<file path="config.mk">
export PLATFORM = sky130hd
export DESIGN_NAME = data_mem_ctrl
export DESIGN_NICKNAME = d
export VERILOG_FILES = /design/src/rtl/data_mem_ctrl_pkg.sv /design/src/rtl/data_mem_ctrl_mem_lane_align.sv /design/src/rtl/data_mem_ctrl.sv
export SDC_FILE = /design/constraint.sdc
export NUM_CORES = 1
export LEC_CHECK = 0
export ABC_AREA = 1
export BUFFER_PORTS_ARGS = -buffer_cell sky130_fd_sc_hd__buf_2
export CORE_MARGIN = 2
export CORE_UTILIZATION = 47
export DETAILED_ROUTE_END_ITERATION = 7
export HOLD_SLACK_MARGIN = 0.06
export PLACE_DENSITY = 0.85
export SYNTH_ARGS = -nofsm -noshare
export SYNTH_HDL_FRONTEND = slang
export SYNTH_HIERARCHICAL = 1
export SYNTH_SLANG_ARGS = --single-unit
</file>
<file path="constraint.sdc">
create_clock -name clk -period 2.5 [get_ports clk]
set_input_delay 0 -clock clk [delete_from_list [all_inputs] [get_ports clk]]
set_output_delay 0 -clock clk [all_outputs]
set_load 0.01 [all_outputs]
</file>
<file path="src/rtl/data_mem_ctrl_pkg.sv">
// Shared definitions for the data memory controller: op encodings,
// enable levels, FSM state codes and the access fault check.
package data_mem_ctrl_pkg;

    localparam int ADDR_W_DEF = 17;

    // RV32I load/store funct3 encodings
    localparam logic [2:0] F3_B  = 3'b000;
    localparam logic [2:0] F3_H  = 3'b001;
    localparam logic [2:0] F3_W  = 3'b010;
    localparam logic [2:0] F3_BU = 3'b100;
    localparam logic [2:0] F3_HU = 3'b101;

    // op[3] selects store
    localparam int OP_STORE_BIT = 3;

    // RAM enable active levels
    localparam logic ChipEnable  = 1'b1;
    localparam logic WriteEnable = 1'b1;
    localparam logic ReadEnable  = 1'b1;

    typedef enum logic [2:0] {
        ST_IDLE = 3'd0,
        ST_RD   = 3'd1,
        ST_WR   = 3'd2,
        ST_DONE = 3'd3,
        ST_ERR  = 3'd4
    } state_t;

    // True when the access must be rejected: unknown funct3, unsigned
    // store, or a halfword/word access that is not naturally aligned.
    function automatic logic op_fault(input logic [3:0] op, input logic [1:0] a);
        logic illegal;
        logic misalign;
        illegal  = (op[2:0] == 3'b011) || (op[2:0] == 3'b110) || (op[2:0] == 3'b111) ||
                   (op[OP_STORE_BIT] && op[2]);
        misalign = ((op[1:0] == 2'b01) && a[0]) ||
                   ((op[1:0] == 2'b10) && (a != 2'b00));
        return illegal || misalign;
    endfunction

endpackage

</file>
<file path="src/rtl/data_mem_ctrl_mem_lane_align.sv">
// Byte/halfword lane handling: extracts and extends load data from a RAM
// word, and merges narrow store data into a previously read word.
module mem_lane_align
    import data_mem_ctrl_pkg::*;
(
    input  logic [2:0]  funct3,
    input  logic [1:0]  byte_off,
    input  logic [31:0] word,
    input  logic [31:0] wdata,
    output logic [31:0] load_data,
    output logic [31:0] store_word
);

    logic [7:0]  byte_sel;
    logic [15:0] half_sel;

    // Select the addressed lane and sign/zero extend it for loads
    always_comb begin
        byte_sel  = word[{byte_off, 3'b000} +: 8];
        half_sel  = byte_off[1] ? word[31:16] : word[15:0];
        load_data = '0;
        case (funct3)
            F3_B:    load_data = {{24{byte_sel[7]}}, byte_sel};
            F3_H:    load_data = {{16{half_sel[15]}}, half_sel};
            F3_W:    load_data = word;
            F3_BU:   load_data = {24'd0, byte_sel};
            F3_HU:   load_data = {16'd0, half_sel};
            default: load_data = '0;
        endcase
    end

    // Overlay the store lane onto the read word; full-word stores ignore it
    always_comb begin
        store_word = word;
        case (funct3[1:0])
            2'b00: store_word[{byte_off, 3'b000} +: 8] = wdata[7:0];
            2'b01: begin
                if (byte_off[1]) store_word[31:16] = wdata[15:0];
                else             store_word[15:0]  = wdata[15:0];
            end
            default: store_word = wdata;
        endcase
    end

endmodule

</file>
<file path="src/rtl/data_mem_ctrl.sv">
// MEM-stage data RAM controller: one request at a time, read-modify-write
// for sub-word stores, single-cycle fault reporting for bad accesses.
module data_mem_ctrl
    import data_mem_ctrl_pkg::*;
#(
    parameter int ADDR_W = ADDR_W_DEF
) (
    input  logic              clk,
    input  logic              rst,
    input  logic              req_i,
    input  logic [3:0]        op_i,
    input  logic [31:0]       addr_i,
    input  logic [31:0]       wdata_i,
    output logic [31:0]       rdata_o,
    output logic              done_o,
    output logic              err_o,
    output logic              stall_o,
    output logic              ram_ce_o,
    output logic              ram_we_o,
    output logic              ram_re_o,
    output logic [ADDR_W-1:0] ram_waddr_o,
    output logic [ADDR_W-1:0] ram_raddr_o,
    output logic [31:0]       ram_wdata_o,
    input  logic [31:0]       ram_rdata_i
);

    state_t              state_q, state_d;
    logic [3:0]          op_q;
    logic [ADDR_W+1:0]   addr_q;
    logic [31:0]         wdata_q;
    logic [31:0]         word_q;
    logic [31:0]         load_data;
    logic [31:0]         store_word;
    logic                accept;

    // Address bits above the RAM range wrap and are intentionally dropped
    logic unused_addr_bits;
    assign unused_addr_bits = ^addr_i[31:ADDR_W+2];

    assign accept = (state_q == ST_IDLE) && req_i;

    mem_lane_align u_align (
        .funct3     (op_q[2:0]),
        .byte_off   (addr_q[1:0]),
        .word       (word_q),
        .wdata      (wdata_q),
        .load_data  (load_data),
        .store_word (store_word)
    );

    // State register, request latch and read-data capture
    always_ff @(posedge clk or posedge rst) begin
        if (rst) begin
            state_q <= ST_IDLE;
            op_q    <= '0;
            addr_q  <= '0;
            wdata_q <= '0;
            word_q  <= '0;
        end else begin
            state_q <= state_d;
            if (accept) begin
                op_q    <= op_i;
                addr_q  <= addr_i[ADDR_W+1:0];
                wdata_q <= wdata_i;
            end
            if (state_q == ST_RD) word_q <= ram_rdata_i;
        end
    end

    // Next state and all outputs; stall is masked by rst so reset forces zeros
    always_comb begin
        state_d     = state_q;
        done_o      = 1'b0;
        err_o       = 1'b0;
        stall_o     = 1'b0;
        ram_ce_o    = ~ChipEnable;
        ram_we_o    = ~WriteEnable;
        ram_re_o    = ~ReadEnable;
        rdata_o     = '0;
        ram_raddr_o = '0;
        ram_waddr_o = '0;
        ram_wdata_o = '0;
        case (state_q)
            ST_IDLE: begin
                if (req_i && !rst) begin
                    stall_o = 1'b1;
                    if (op_fault(op_i, addr_i[1:0]))
                        state_d = ST_ERR;
                    else if (op_i[OP_STORE_BIT] && (op_i[2:0] == F3_W))
                        state_d = ST_WR;
                    else
                        state_d = ST_RD;
                end
            end
            ST_RD: begin
                stall_o     = 1'b1;
                ram_ce_o    = ChipEnable;
                ram_re_o    = ReadEnable;
                ram_raddr_o = addr_q[ADDR_W+1:2];
                state_d     = op_q[OP_STORE_BIT] ? ST_WR : ST_DONE;
            end
            ST_WR: begin
                stall_o     = 1'b1;
                ram_ce_o    = ChipEnable;
                ram_we_o    = WriteEnable;
                ram_waddr_o = addr_q[ADDR_W+1:2];
                ram_wdata_o = store_word;
                state_d     = ST_DONE;
            end
            ST_DONE: begin
                done_o  = 1'b1;
                rdata_o = op_q[OP_STORE_BIT] ? 32'd0 : load_data;
                state_d = ST_IDLE;
            end
            ST_ERR: begin
                done_o  = 1'b1;
                err_o   = 1'b1;
                state_d = ST_IDLE;
            end
            default: state_d = ST_IDLE;
        endcase
    end

endmodule

</file>
### Yosys cells after proc, flatten, opt, wreduce, memory -nomap -nowiden

Index checks and enable logic that the tools add are counted.

| operators by class | value |
|---|---|
| $lt $le $gt $ge | 0 |
| bitwise gates (word level) | 0 |
| equality and inequality tests | 16 |
| reduce and logical (&&, ||, !) cells | 18 |
| multipliers | 0 |
| multiplexer cells | 23 |
| add/sub/neg operators | 1 |
| div/mod/pow operators | 0 |
| shift-type cells | 3 |

Operators with widths:

| kind | number |
|---|---|
| 32-bit case mux with 5 select lines | 1 |
| 32-bit 2-to-1 mux | 3 |
| 32-bit case mux with 2 select lines | 1 |
| 16-bit 2-to-1 mux | 3 |
| 17-bit 2-to-1 mux | 2 |
| 32-bit bitwise mux | 1 |
| 8-bit by 7-bit variable shift with 32-bit output (first input constant) | 1 |
| 32-bit by 6-bit variable part select with 8-bit output | 1 |
| 8-bit by 7-bit variable part select with 32-bit output | 1 |
| 3-bit by 2-bit equality test with 1-bit output (second input constant) | 5 |
| 3-bit equality test (second input constant) | 5 |
| 3-bit case mux with 3 select lines | 1 |
| 1-bit 2-to-1 mux | 7 |
| 5-bit negator with 7-bit output | 1 |
| 3-bit by 1-bit equality test with 1-bit output (second input constant) | 2 |
| 1-bit logical AND | 6 |
| 3-bit logical NOT | 2 |
| 3-bit 2-to-1 mux | 2 |
| 1-bit logical OR | 5 |
| 2-bit by 1-bit equality test with 1-bit output (second input constant) | 2 |
| 2-bit OR reduction | 2 |
| 2-bit equality test (second input constant) | 1 |
| 2-bit logical NOT | 1 |
| 2-bit 2-to-1 mux | 1 |
| 4 further kinds | 4 |

| word-level totals | value |
|---|---|
| logic and storage cells | 66 |
| bits in writable memories | 0 |
| input port bits | 103 |
| output and inout bits | 104 |
| memories kept | 0 |
| ROM bits | 0 |
| register bits | 90 |
| latch bits | 0 |

### Logic depth before layout (Yosys ltp)

| logic depth | value |
|---|---|
| depth after elaboration | 8 |
| depth in mapped cells | 12 |
| mapped depth without buffers | 9 |

### Hierarchy

The synthesis kept the hierarchy.

By module, submodules not included:

| module | instances | seq. area each (um2) | area an instance (um2) | cells each |
|---|---|---|---|---|
| data_mem_ctrl | 1 | 2252.2 | 4232.8 | 588 |
| mem_lane_align | 1 | 0.0 | 2265.9 | 487 |

### Worst setup path after synthesis

Ideal clock, no wire load.

| timing path | value |
|---|---|
| path type | input to register |
| from | input rst |
| to | register state_q[0] |
| arrival time | 2335 ps |
| setup slack | 80 ps |
| library setup time | 85 ps |
| required time | 2415 ps |
| path buffers | 0 |
| stages on the path | 3 |
| cells stage by stage | inv_1 a21oi_1 a21oi_1 |

| on the way | value |
|---|---|
| cells in the longest elaborated chain, start to end | 3 |

Ends and longest elaborated chain:

| what | RTL line | source |
|---|---|---|
| from (decl) | data_mem_ctrl.sv:9 | `input logic rst,` |
| 1-bit logical NOT | data_mem_ctrl.sv:85 | `if (req_i && !rst) begin` |
| 1-bit logical AND | data_mem_ctrl.sv:85 |  |
| 2-bit by 1-bit != test with 1-bit output (no source line) | -- |  |
| to (signal assigned) | data_mem_ctrl.sv:60 | `state_q <= state_d;` |
| to (decl) | data_mem_ctrl.sv:27 | `state_t state_q, state_d;` |

Every way passes these cells.
A chain may end at the register's enable or synchronous reset.

### Worst setup path in the final report

| timing path | value |
|---|---|
| from | register addr_q[0] |
| to | output ram_wdata_o[14] |

| on the way | value |
|---|---|
| cells in the longest elaborated chain, start to end | 5 |
| elaborated cells between the ends (all ways) | 6 |
| classes of those cells | add/sub: 1; shift: 2; mux: 3 |

Ends and longest elaborated chain:

| what | RTL line | source |
|---|---|---|
| from (decl) | data_mem_ctrl.sv:29 | `logic [ADDR_W+1:0] addr_q;` |
| from (signal assigned) | data_mem_ctrl.sv:63 | `addr_q <= addr_i[ADDR_W+1:0];` |
| 5-bit negator with 7-bit output (*) | data_mem_ctrl_mem_lane_align.sv:36 | `2'b00: store_word[{byte_off, 3'b000} +: 8] = wdata[7:0];` |
| 8-bit by 7-bit variable part select with 32-bit output or 8-bit by 7-bit variable shift with 32-bit output (tied branches) | data_mem_ctrl_mem_lane_align.sv:36 |  |
| 32-bit bitwise mux (*) | data_mem_ctrl_mem_lane_align.sv:36 |  |
| 32-bit case mux with 2 select lines (*) | data_mem_ctrl_mem_lane_align.sv:35 | `case (funct3[1:0])` |
| net store_word[14] | data_mem_ctrl.sv:33 | `logic [31:0] store_word;` |
| 32-bit 2-to-1 mux (*) | data_mem_ctrl.sv:83 | `case (state_q)` |
| to (decl) | data_mem_ctrl.sv:23 | `output logic [31:0] ram_wdata_o,` |

The timed path passes the listed nets; every way through them passes the cells marked *.

==> metrics.txt <==
number of search-and-repair iterations in the first detailed-routing pass=6; fmax=roughly 0.43 GHz; H-tree depth=3; result of the run=finished clean; cell chosen for the clock root=sky130_fd_sc_hd__clkbuf_16; worst max-slew margin expressed relative to the limit=0.590; final non-filler cell total=1503; Worst setup EP type=output port; Starting Density=0.487; count of warnings emitted by yosys=6; post-synthesis average cell area=slightly above 6 sq um; power density normalized to cell area=between 1000 and 1500 nW/um^2; count of flip-flops with a built-in enable after synthesis=0; CP Max Fanout=21; Pins Over Slew Limit=0; IR Drop Worst-Case VDD=between 0.6 and 0.7 mV; Die X-Extent=~120 microns; cell leakage power=approximately 4.9 nW; post-route setup slack=~0.17 ns; total CTS buffers=9; largest clock skew in the final design=between 0.006 and 0.007 ns; Setup-failing EPs final=0; slew at the pin closest to its max-slew limit=a little over 0.6 ns; Sink Count=90; TritonCTS clock tree=done; setup repair after global routing missed its margin=no; ys async rst share=1.00; final core occ=0.651; top-level port count=about 210; setup total negative slack=0 ns; fraction of final layout cells with drive strength greater than 1=0.194; Core Box Area=about 13000 sq um; post-route clock period utilization=0.932; post-synthesis instance area=approximately 6500 sq um; min Tclk post-route=2.33 ns; Die H=around 120 microns; final antenna-violating net count=0; top flip-flop cell by instance count after synthesis=sky130_fd_sc_hd__dfrtp_1; Remaining DRCs=0; total power of the final layout=~11 mW; Place WS=roughly 0.56 ns; Post-CTS Setup Repair Bufs=0; arrival time at the worst endpoint=2.33 ns; initial antenna violation count=1; via count normalized by instance count=roughly 5.3; kind of critical path=flop to output port; count of state elements after synthesis=90; Yosys top cell area share=0.347; total length of routed wires=between 20000 and 25000 microns; buffer depth of the longest clock path=2; number of nets in the synthesized netlist=around 1200; net count reported at finish=1429; count of routing violations after the opening detailed-route iteration=~740; Critical Path Source Type=flop; max-cap violations=0; number of failing hold endpoints at the final stage=0; Area contributors post-synth=sky130_fd_sc_hd__dfrtp_1 35%, sky130_fd_sc_hd__nand2_1 24%, sky130_fd_sc_hd__nor2_1 8.6%, sky130_fd_sc_hd__o21ai_0 6.8%, sky130_fd_sc_hd__inv_1 6.6%; IO Port Bufs=around 190; register clock-pin slew on the reported worst setup and hold paths=0.07 ns; Mapped Cells=about 1100; half-perimeter wire length of the detailed placement result=~16000 microns; top cell type by total area after synthesis=sky130_fd_sc_hd__dfrtp_1; wire length per cell=15.7 microns; first-pass GRT wire length=around 37000 microns; Worst Path Required=approximately 2.5 ns; row cnt=42; placed cell count=approximately 1400; synth-to-layout area growth=33.7%; die footprint=14800 sq um; sequential element share of the synthesized area=0.347; Filler Cell Count=~1200; clock insertion delay at the later pin of the skew report=between 0.3 and 0.4 ns; Remaining Overflow, GRT=0; worst hold path class=primary input to async pin; via count of the first global-routing pass=between 7000 and 8000; global router's overall resource usage=0.324; Distinct cells, synth=27; final estimated routing congestion in global placement=0.998; number of vias in the routed layout=slightly below 8000; largest net degree at the start of global routing=53
-- what timing repair did --
| action | CTS | global route |
|---|---|---|
| hold buffers | 89 | 0 |
| setup endpoints to repair | 0 | 10 |
| hold endpoints to repair | 106 | 0 |
| gates resized for setup | 0 | 5 |
-- placed cells by master, fill, tap and decap left out, drive strengths merged --
| cell type | count |
|---|---|
| nand2 | 422 |
| buf | 210 |
| nor2 | 161 |
| inv | 120 |
| o21ai | 97 |
| dfrtp | 90 |
| dlygate4sd3 | 89 |
| a21oi | 43 |
| nand3 | 38 |
| o211ai | 13 |
| clkbuf | 10 |
| nor3 | 10 |
| a22oi | 8 |
| ha | 5 |
| clkinv | 4 |
| bufinv | 2 |
| diode | 1 |
| or2 | 1 |
| clkinvlp | 1 |
| o22ai | 1 |
| and2 | 1 |
-- per-layer routing --
layer | global-route usage | routed length (microns)
met1 | 0.420 | 9370
met2 | 0.535 | 11300
met3 | 0.0529 | 2060
met4 | 0.144 | 928
met5 | 0 | 0
-- final cells by class --
cell class	instances	area [sq um]	area share
clock buffer	10	239	0.0275
antenna	1	2.50	0.000288
multi-input combinational	800	3440	0.396
inverter	121	460	0.0530
tap	176	220	0.0253
sequential	90	2250	0.259
clock inverter	6	90.1	0.0104
timing repair buffer	299	1990	0.229
-- synth_stat cells (9+ instances only) --
| cell type | number |
|---|---|
| sky130_fd_sc_hd__dfrtp_1 | 90 |
| sky130_fd_sc_hd__o21ai_0 | 88 |
| sky130_fd_sc_hd__nor2_2 | 12 |
| sky130_fd_sc_hd__nand3_1 | 36 |
| sky130_fd_sc_hd__buf_4 | 11 |
| sky130_fd_sc_hd__nor3_1 | 9 |
| sky130_fd_sc_hd__inv_1 | 114 |
| sky130_fd_sc_hd__a21oi_1 | 43 |
| sky130_fd_sc_hd__clkbuf_1 | 19 |
| sky130_fd_sc_hd__o211ai_1 | 13 |
| sky130_fd_sc_hd__nand2_1 | 420 |
| sky130_fd_sc_hd__buf_2 | 29 |
| sky130_fd_sc_hd__nor2_1 | 149 |
-- power breakdown --
group	internal [mW]	switching [mW]	total [mW]
registers	2.17	0.718	2.88
clock network	0.905	0.599	1.50
logic	1.92	4.25	6.17
total	4.99	5.57	10.6
-- kinds of logic (layout without fill, tap and decap cells) --
| family | count (synthesis) | count (layout) | synth area share |
|---|---|---|---|
| other | 0 | 1 | 0 |
| flip-flops | 90 | 90 | 0.347 |
| adder cells (fa/ha/maj) | 5 | 5 | 0.00963 |
| buffers and inverters | 185 | 436 | 0.126 |
| AND/OR/NAND/NOR | 633 | 633 | 0.385 |
| AO/OA/AOI/OAI | 162 | 162 | 0.134 |
-- flip-flops by register name, indices dropped and copies added, names as in the netlist --
register and cells:
wdata_q 32, word_q 32, addr_q 19, op_q 4, state_q 3
-- per-stage QoR --
stage / hold WS [ns] / area [sq um]
floorplan: 0.110 / 6500
global placement: -0.0199 / 7460
detailed placement: -0.00746 / 7460
CTS: 0.167 / 8680
global route: 0.196 / 8690
finish: 0.185 / 8690
-- worst paths after layout --
| kind | from | end | slack, ns | cells after the start |
|---|---|---|---|---|
| max | addr_q[0] | ram_wdata_o[14] | 0.17 | 9 |
| min | rst | addr_q[5] | 0.18 | 3 |
| max reg2reg | state_q[2] | word_q[31] | 0.68 | 5 |
| min reg2reg | wdata_q[18] | wdata_q[18] | 0.48 | 2 |
| max in group asynchronous | rst | word_q[20] | 1.51 | 4 |
| min in group clk | wdata_i[4] | wdata_q[4] | 0.38 | 4 |
-- critical path: stages (launching register included) --
cell	delay (ns)
sky130_fd_sc_hd__dfrtp_1	0.36
sky130_fd_sc_hd__buf_4	0.25
sky130_fd_sc_hd__ha_1	0.40
sky130_fd_sc_hd__inv_1	0.25
sky130_fd_sc_hd__nor3_1	0.22
sky130_fd_sc_hd__nand3_1	0.09
sky130_fd_sc_hd__nand3_1	0.09
sky130_fd_sc_hd__inv_1	0.05
sky130_fd_sc_hd__nor2_1	0.10
sky130_fd_sc_hd__buf_2	0.16
(Power assumes the default switching activity.)
